File: config.mk
export PLATFORM = sky130hd
export DESIGN_NAME = demux_bbm_flat
export DESIGN_NICKNAME = d
export VERILOG_FILES = /design/src/rtl/demux_bbm_if.sv /design/src/rtl/demux_bbm.sv /design/src/flat_wrapper.sv
export SDC_FILE = /design/constraint.sdc
export NUM_CORES = 1
export LEC_CHECK = 0
export ABC_AREA = 1
export CAP_MARGIN = 20
export CORE_AREA = 2 2 53 45
export CTS_BUF_LIST = sky130_fd_sc_hd__clkbuf_4 sky130_fd_sc_hd__clkbuf_8 sky130_fd_sc_hd__clkbuf_16
export DETAILED_ROUTE_END_ITERATION = 12
export DIE_AREA = 0 0 55 47
export GPL_TIMING_DRIVEN = 1
export SYNTH_ARGS = -nofsm -noshare
export SYNTH_HDL_FRONTEND = slang
export SYNTH_SLANG_ARGS = --single-unit
File: constraint.sdc
create_clock -name clk_in -period 2.25 [get_ports clk_in]
set_input_delay 0.45 -clock clk_in [delete_from_list [all_inputs] [get_ports clk_in]]
set_output_delay 0.45 -clock clk_in [all_outputs]
set_load 0.01 [all_outputs]
File: src/rtl/demux_bbm_if.sv
// rtl/demux_bbm_if.sv - request/data/lane bundle between the step generator and demux_bbm
interface demux_bbm_if #(
  parameter int CHANNELS = 3,
  parameter int WIDTH    = 1
);
  localparam int SEL_W = ($clog2(CHANNELS) > 1) ? $clog2(CHANNELS) : 1;

  logic [SEL_W-1:0]          select_in;
  logic                      select_valid_in;
  logic [WIDTH-1:0]          sig_in;
  logic [CHANNELS*WIDTH-1:0] r_sig_out;
  logic [CHANNELS-1:0]       r_active_out;
  logic                      r_busy_out;
  logic                      r_error_out;

  modport master (
    output select_in, select_valid_in, sig_in,
    input  r_sig_out, r_active_out, r_busy_out, r_error_out
  );

  modport slave (
    input  select_in, select_valid_in, sig_in,
    output r_sig_out, r_active_out, r_busy_out, r_error_out
  );
endinterface

File: src/rtl/demux_bbm.sv
// rtl/demux_bbm.sv - registered 1-to-N demux with break-before-make dead time
// DEMUX_HOLD_EN: deselected lanes freeze at their last value instead of returning to IDLE.
module demux_bbm #(
  parameter int                 CHANNELS = 3,
  parameter int                 WIDTH    = 1,
  parameter int                 DEADTIME = 4,
  parameter logic [WIDTH-1:0]   IDLE     = '0
) (
  input  logic         clk_in,
  input  logic         reset_in,
  demux_bbm_if.slave   bus
);
  localparam int SEL_W = ($clog2(CHANNELS) > 1) ? $clog2(CHANNELS) : 1;
  localparam int CNT_W = (DEADTIME > 0) ? (($clog2(DEADTIME + 1) > 1) ? $clog2(DEADTIME + 1) : 1) : 1;
  localparam logic [CNT_W-1:0] CNT_LOAD = CNT_W'((DEADTIME > 0) ? DEADTIME - 1 : 0);

  typedef enum logic {ST_CONN, ST_DEAD} state_t;

  state_t                    state_q, state_d;
  logic [SEL_W-1:0]          cur_q, cur_d;
  logic [SEL_W-1:0]          nxt_q, nxt_d;
  logic [CNT_W-1:0]          cnt_q, cnt_d;
  logic [CHANNELS*WIDTH-1:0] sig_q, sig_d;
  logic [CHANNELS-1:0]       active_q, active_d;
  logic                      busy_q, busy_d;
  logic                      error_q, error_d;

  logic                      conn;
  logic [SEL_W-1:0]          lane;

  always_comb begin
    state_d = state_q;
    cur_d   = cur_q;
    nxt_d   = nxt_q;
    cnt_d   = cnt_q;
    error_d = 1'b0;
    conn    = 1'b0;
    lane    = cur_q;

    case (state_q)
      ST_CONN: begin
        conn = 1'b1;
        if (bus.select_valid_in) begin
          if (int'(bus.select_in) >= CHANNELS) begin
            error_d = 1'b1;
          end else if (bus.select_in != cur_q) begin
            if (DEADTIME == 0) begin
              cur_d = bus.select_in;
              lane  = bus.select_in;
            end else begin
              // Old lane is released at the accepting edge; the new one waits out the dead time.
              state_d = ST_DEAD;
              nxt_d   = bus.select_in;
              cnt_d   = CNT_LOAD;
              conn    = 1'b0;
            end
          end
        end
      end
      ST_DEAD: begin
        if (cnt_q == '0) begin
          state_d = ST_CONN;
          cur_d   = nxt_q;
          lane    = nxt_q;
          conn    = 1'b1;
        end else begin
          cnt_d = cnt_q - 1'b1;
        end
      end
      default: state_d = ST_CONN;
    endcase

`ifdef DEMUX_HOLD_EN
    sig_d = sig_q;
`else
    sig_d = {CHANNELS{IDLE}};
`endif
    active_d = '0;
    if (conn) begin
      sig_d[int'(lane)*WIDTH +: WIDTH] = bus.sig_in;
      active_d = {{(CHANNELS-1){1'b0}}, 1'b1} << lane;
    end
    busy_d = (state_d == ST_DEAD);
  end

  always_ff @(posedge clk_in or posedge reset_in) begin
    if (reset_in) begin
      state_q  <= ST_CONN;
      cur_q    <= '0;
      nxt_q    <= '0;
      cnt_q    <= '0;
      sig_q    <= {CHANNELS{IDLE}};
      active_q <= '0;
      busy_q   <= 1'b0;
      error_q  <= 1'b0;
    end else begin
      state_q  <= state_d;
      cur_q    <= cur_d;
      nxt_q    <= nxt_d;
      cnt_q    <= cnt_d;
      sig_q    <= sig_d;
      active_q <= active_d;
      busy_q   <= busy_d;
      error_q  <= error_d;
    end
  end

  assign bus.r_sig_out    = sig_q;
  assign bus.r_active_out = active_q;
  assign bus.r_busy_out   = busy_q;
  assign bus.r_error_out  = error_q;
endmodule

File: src/flat_wrapper.sv
// flat-port wrapper written by rule: the top's interface ports become plain ports
module demux_bbm_flat 
#(
  parameter int                 CHANNELS = 3,
  parameter int                 WIDTH    = 1,
  parameter int                 DEADTIME = 4,
  parameter logic [WIDTH-1:0]   IDLE     = '0
)
  (clk_in, reset_in, bus_select_in, bus_select_valid_in, bus_sig_in, bus_r_sig_out, bus_r_active_out, bus_r_busy_out, bus_r_error_out);
  demux_bbm_if #(.CHANNELS(CHANNELS), .WIDTH(WIDTH)) bus_i ();
  input  logic clk_in;
  input  logic reset_in;
  input wire logic [$bits(bus_i.select_in)-1:0] bus_select_in;
  input wire logic [$bits(bus_i.select_valid_in)-1:0] bus_select_valid_in;
  input wire logic [$bits(bus_i.sig_in)-1:0] bus_sig_in;
  output wire logic [$bits(bus_i.r_sig_out)-1:0] bus_r_sig_out;
  output wire logic [$bits(bus_i.r_active_out)-1:0] bus_r_active_out;
  output wire logic [$bits(bus_i.r_busy_out)-1:0] bus_r_busy_out;
  output wire logic [$bits(bus_i.r_error_out)-1:0] bus_r_error_out;
  assign bus_i.select_in = bus_select_in;
  assign bus_i.select_valid_in = bus_select_valid_in;
  assign bus_i.sig_in = bus_sig_in;
  assign bus_r_sig_out = bus_i.r_sig_out;
  assign bus_r_active_out = bus_i.r_active_out;
  assign bus_r_busy_out = bus_i.r_busy_out;
  assign bus_r_error_out = bus_i.r_error_out;
  demux_bbm #(.CHANNELS(CHANNELS), .WIDTH(WIDTH), .DEADTIME(DEADTIME), .IDLE(IDLE)) u_core (.clk_in(clk_in), .reset_in(reset_in), .bus(bus_i));
endmodule
# Word level (Yosys, flattened, before mapping)
# Index checks and enable logic that the tools add are counted.
[op_classes]
muxes = 22
bitwise_logic = 3
add_sub_neg = 2
n_shift = 3
eq_ne = 5
n_lt_le_gt_ge = 1
n_reduce_logical = 3
div_mod_pow = 0
mul = 0
[op_table]
columns = ["operator", "count"]
rows = [
  ["$neg 2->33", 1],
  ["$shift 1x33->3 const A", 1],
  ["$shiftx 1x33->3", 1],
  ["$mux 3", 6],
  ["$mux 1", 11],
  ["$reduce_and 4->1", 2],
  ["$ne 2x2->1 const B", 3],
  ["$pmux 3 s2", 1],
  ["$mux 2", 2],
  ["$pmux 1 s2", 2],
  ["$and 3x3->3", 1],
  ["$logic_not 3->1", 1],
  ["$shl 1x2->3 const A", 1],
  ["$sub 3x1->3 const B", 1],
  ["$ge 2x2->1 const B", 1],
  ["$ne 2x1->1 const B", 1],
  ["$ne 2x2->1", 1],
  ["$not 1->1", 2],
]
[word_totals]
rom_bits = 0
output_inout_bits = 8
ramBits = 0
latchBits = 0
elab_cells = 46
n_memories = 0
register_bits = 15

# Logic depth before layout (Yosys ltp)
[logic_depth]
word_depth = 7
ltp_mapped = 11

# Worst setup path after synthesis
# OpenSTA, ideal clock, no wires.
[synth_timing]
path_kind = "reg2reg"
from = "register u_core.cnt_q[0]"
to = "register u_core.sig_q[1] (netlist: u_core.bus.r_sig_out[1])"
stages_incl_launch_ff = 12
arrival_time_ps = 1614
setup_time_ps = 117
required_time_ps = 2133
slack_ps = 519
synth_period_minus_slack_ps = 1731
cell_sequence = "dfrtp_1 inv_1 ha_1 ha_1 nand2_2 nand2_1 o21ai_1 ha_1 nand2_1 nor2_1 nand3_1 nor2_2"
[synth_via]
elab_chain_cells = 7
[synth_lines]
columns = ["item", "line_no", "source"]
rows = [
  ["start, declared", "demux_bbm.sv:22", "logic [CNT_W-1:0] cnt_q, cnt_d;"],
  ["start signal, assigned", "demux_bbm.sv:100", "cnt_q <= cnt_d;"],
  ["$logic_not 3->1 (*)", "demux_bbm.sv:61", "if (cnt_q == '0) begin"],
  ["$mux 2", "-", ""],
  ["$mux 2", "demux_bbm.sv:40", "case (state_q)"],
  ["$neg 2->33", "demux_bbm.sv:80", "sig_d[int'(lane)*WIDTH +: WIDTH] = bus.sig_in;"],
  ["$shiftx 1x33->3 / $shift 1x33->3 (equally long branches)", "demux_bbm.sv:80", ""],
  ["$and 3x3->3 (no source line)", "-", ""],
  ["$mux 3 (*)", "demux_bbm.sv:79", "if (conn) begin"],
  ["via u_core.sig_d[1]", "demux_bbm.sv:23", "logic [CHANNELS*WIDTH-1:0] sig_q, sig_d;"],
  ["end signal, assigned", "demux_bbm.sv:92", "sig_q <= {CHANNELS{IDLE}};"],
  ["end signal, assigned", "demux_bbm.sv:101", "sig_q <= sig_d;"],
  ["end, declared", "demux_bbm.sv:23", ""],
]
# The timed path passes the listed nets; every way through them passes the cells marked *.
# A chain may end at the register's enable or synchronous reset.

# Final worst setup path
[layout_timing]
from = "register u_core.cnt_q[0]"
to = "register u_core.sig_q[2] (netlist: u_core.bus.r_sig_out[2])"
# The elaborated chain is that of the path after synthesis.

==> flow_summary.ini <==
[routing]
ant_nets = 0
vias = 554
drc_errors = 0
drtPass1Iterations = 4
via_per_inst = 4.43
drt_iter0_drc = 6
wirelength_mm = 1.29
wire_per_inst_um = 10.3

[global_routing]
use_met2 = 0.217
grt-busiest-layer = met2
grtUsageTotal = 0.129
overflow = 0
grt_pass1_wl_mm = 2.31
grt_pass1_vias = 545
gr-usage-met3 = 0.0669
grt.met1_usage = 0.159
grt_max_degree = 16
antenna_found_initial = 0

[die]
num_rows = 15
die-area_um2 = 2590
core_area_um2 = 2060
pin_count = 14
initial_core_util = 0.381
die_height_um = 47
die_w_um = 55

[logic_synthesis]
ys_warn_count = 0
syn_area_per_cell_um2 = 9.47
ys.flop_type = dfrtp_1
syn_nets = 96
synth_common_cells = nand2_1, dfrtp_1, inv_1
synth_top_cell_area_share = 0.478
synth_top_area_cell = dfrtp_1
async_reset_ff_frac = 1.00
netlist_instances = 83
synth-edff-count = 0
synth-seq-area-share = 0.478
synth_cell_type_count = 17
synth.most_common_cell = nand2_1
ys_ff_latch = 15
syn_area_um2 = 786
synth_area_leaders = dfrtp_1, ha_1, nand2_1

[sta]
fin_crit_sh = 0.853
slew_headroom = 0.623
finalClockSkew_ns = 0.00695
hold_ws_ns = 0.510
period_needed_ns = 1.92
drv_slew = 0
worstMarginPinSlew_ns = 0.565
hold_violations = 0
rsz0062_at_grt = no
timing.fmax_mhz = 521
setup-tns-final_ns = 0
setup_viol = 0

[setup_path]
worstSetupPathType = reg2reg
cp.arrival_ns = 2.14
reg2reg_slack_ns = 0.33
endpoint_kind = register
cp.required_ns = 2.47
path_max_fanout = 5
startpoint_type = register
rr_worst_depth = 11

[finish]
drive_above_1_share = 0.210
syn2layout_area_growth_pct = 24.4
fill_cells = 221
antenna_cells = 0
finish.net_count = 114

[clock_tree]
cts_sinks = 15
numCtsBuffers = 3
clkSlewWorstSetupHoldPaths_ns = 0.09
cts_tree = yes
h-tree-depth = 1
clockRootBuffer = clkbuf_4
cts_hold_buf = 0
clk_latency_ns = 0.28
clock_path_buffers = 2
post_cts_buffers = 0
postCtsResizedCells = 0

[pwr]
ir_drop_v = 0.000633
p_leak_nw = 0.498
power_mw = 1.30
powerDensity_nw_per_um2 = 1330

[outcome]
run_status = completed

[placed_design]
gp_congestion = 0.669
io_buffer_count = 13
dp_hpwl_mm = 1.01

[run]
drv_cap = 0

[worst_hold_path]
hp-class = in2async
## state kept, by name, indices dropped and copies added (netlist names)
register,flops
u_core.bus.r_active_out,3
u_core.bus.r_error_out,1
u_core.bus.r_sig_out,3
u_core.cnt_q,3
u_core.cur_q,2
u_core.nxt_q,2
u_core.state_q,1
## per-stage QoR
stage               utilization  std cells  cell area, um^2  setup WS [ns]
CTS                       0.473        125              977          0.305
global route              0.473        125              977         0.0930
global placement          0.459        121              947          0.344
finish                    0.473        125              977          0.330
floorplan                     -         83              786          0.519
detailed placement        0.459        121              947          0.325
## critical path: stages (launching register included)
cell and delay (ns):
dfrtp_1 0.40, inv_1 0.06, ha_1 0.14, ha_1 0.18
nand2_2 0.11, nand2_1 0.08, o21ai_1 0.15, ha_1 0.34
nand2_1 0.05, nor2_1 0.16, nand3_2 0.09, nor2_1 0.10
## placed cells by master, fill, tap and decap left out
| master | n |
|---|---|
| nand2_1 | 18 |
| inv_1 | 15 |
| dfrtp_1 | 15 |
| clkdlybuf4s50_1 | 13 |
| ha_1 | 7 |
| nand2_2 | 5 |
| nor2_2 | 5 |
| nand3_1 | 4 |
| clkbuf_4 | 4 |
| o21ai_1 | 3 |
| nor2_1 | 3 |
| a21oi_2 | 1 |
| nand2_4 | 1 |
| nand2_8 | 1 |
| o21ai_4 | 1 |
| inv_2 | 1 |
| nand4_2 | 1 |
| nand3_2 | 1 |
| nand3b_1 | 1 |
## report_power, final
| group | leakage, nW | switching, mW | internal, mW |
|---|---|---|---|
| Clock | 0.0184 | 0.0818 | 0.0808 |
| Combinational | 0.288 | 0.416 | 0.284 |
| Sequential | 0.191 | 0.0648 | 0.375 |
## layer usage
layer,up-vias,part of all wire
met4,0,0
li1,287,-
met2,5,0.48
met5,-,0
met1,262,0.49
met3,0,0.028
## final timing paths
path / to / start
max: u_core.bus.r_sig_out[2]$_DFF_PP0_ / u_core.cnt_q[0]$_DFFE_PP0P_
min: u_core.bus.r_sig_out[2]$_DFF_PP0_ / reset_in
max reg2reg: u_core.bus.r_sig_out[2]$_DFF_PP0_ / u_core.cnt_q[0]$_DFFE_PP0P_
min reg2reg: u_core.nxt_q[1]$_DFFE_PP0P_ / u_core.nxt_q[1]$_DFFE_PP0P_
max in group asynchronous: u_core.cnt_q[0]$_DFFE_PP0P_ / reset_in
min in group clk_in: u_core.nxt_q[1]$_DFFE_PP0P_ / u_core.nxt_q[1]$_DFFE_PP0P_
## cell families after synthesis
group	count (synthesis)	synth area share
simple gates	40	0.283
flops	15	0.478
buf+inv	16	0.0764
fa+ha+maj	7	0.111
compound gates	5	0.0510
## cell type report
cell class	count	area, um^2	share of cell area
clock buffers	4	30.0	0.0307
inverters	16	60.1	0.0615
multi-input cells	52	350	0.359
flip-flops and latches	15	375	0.384
well taps	25	31.3	0.0320
repair buffers	13	130	0.133
Note: power is estimated with default switching activity, not from simulation.
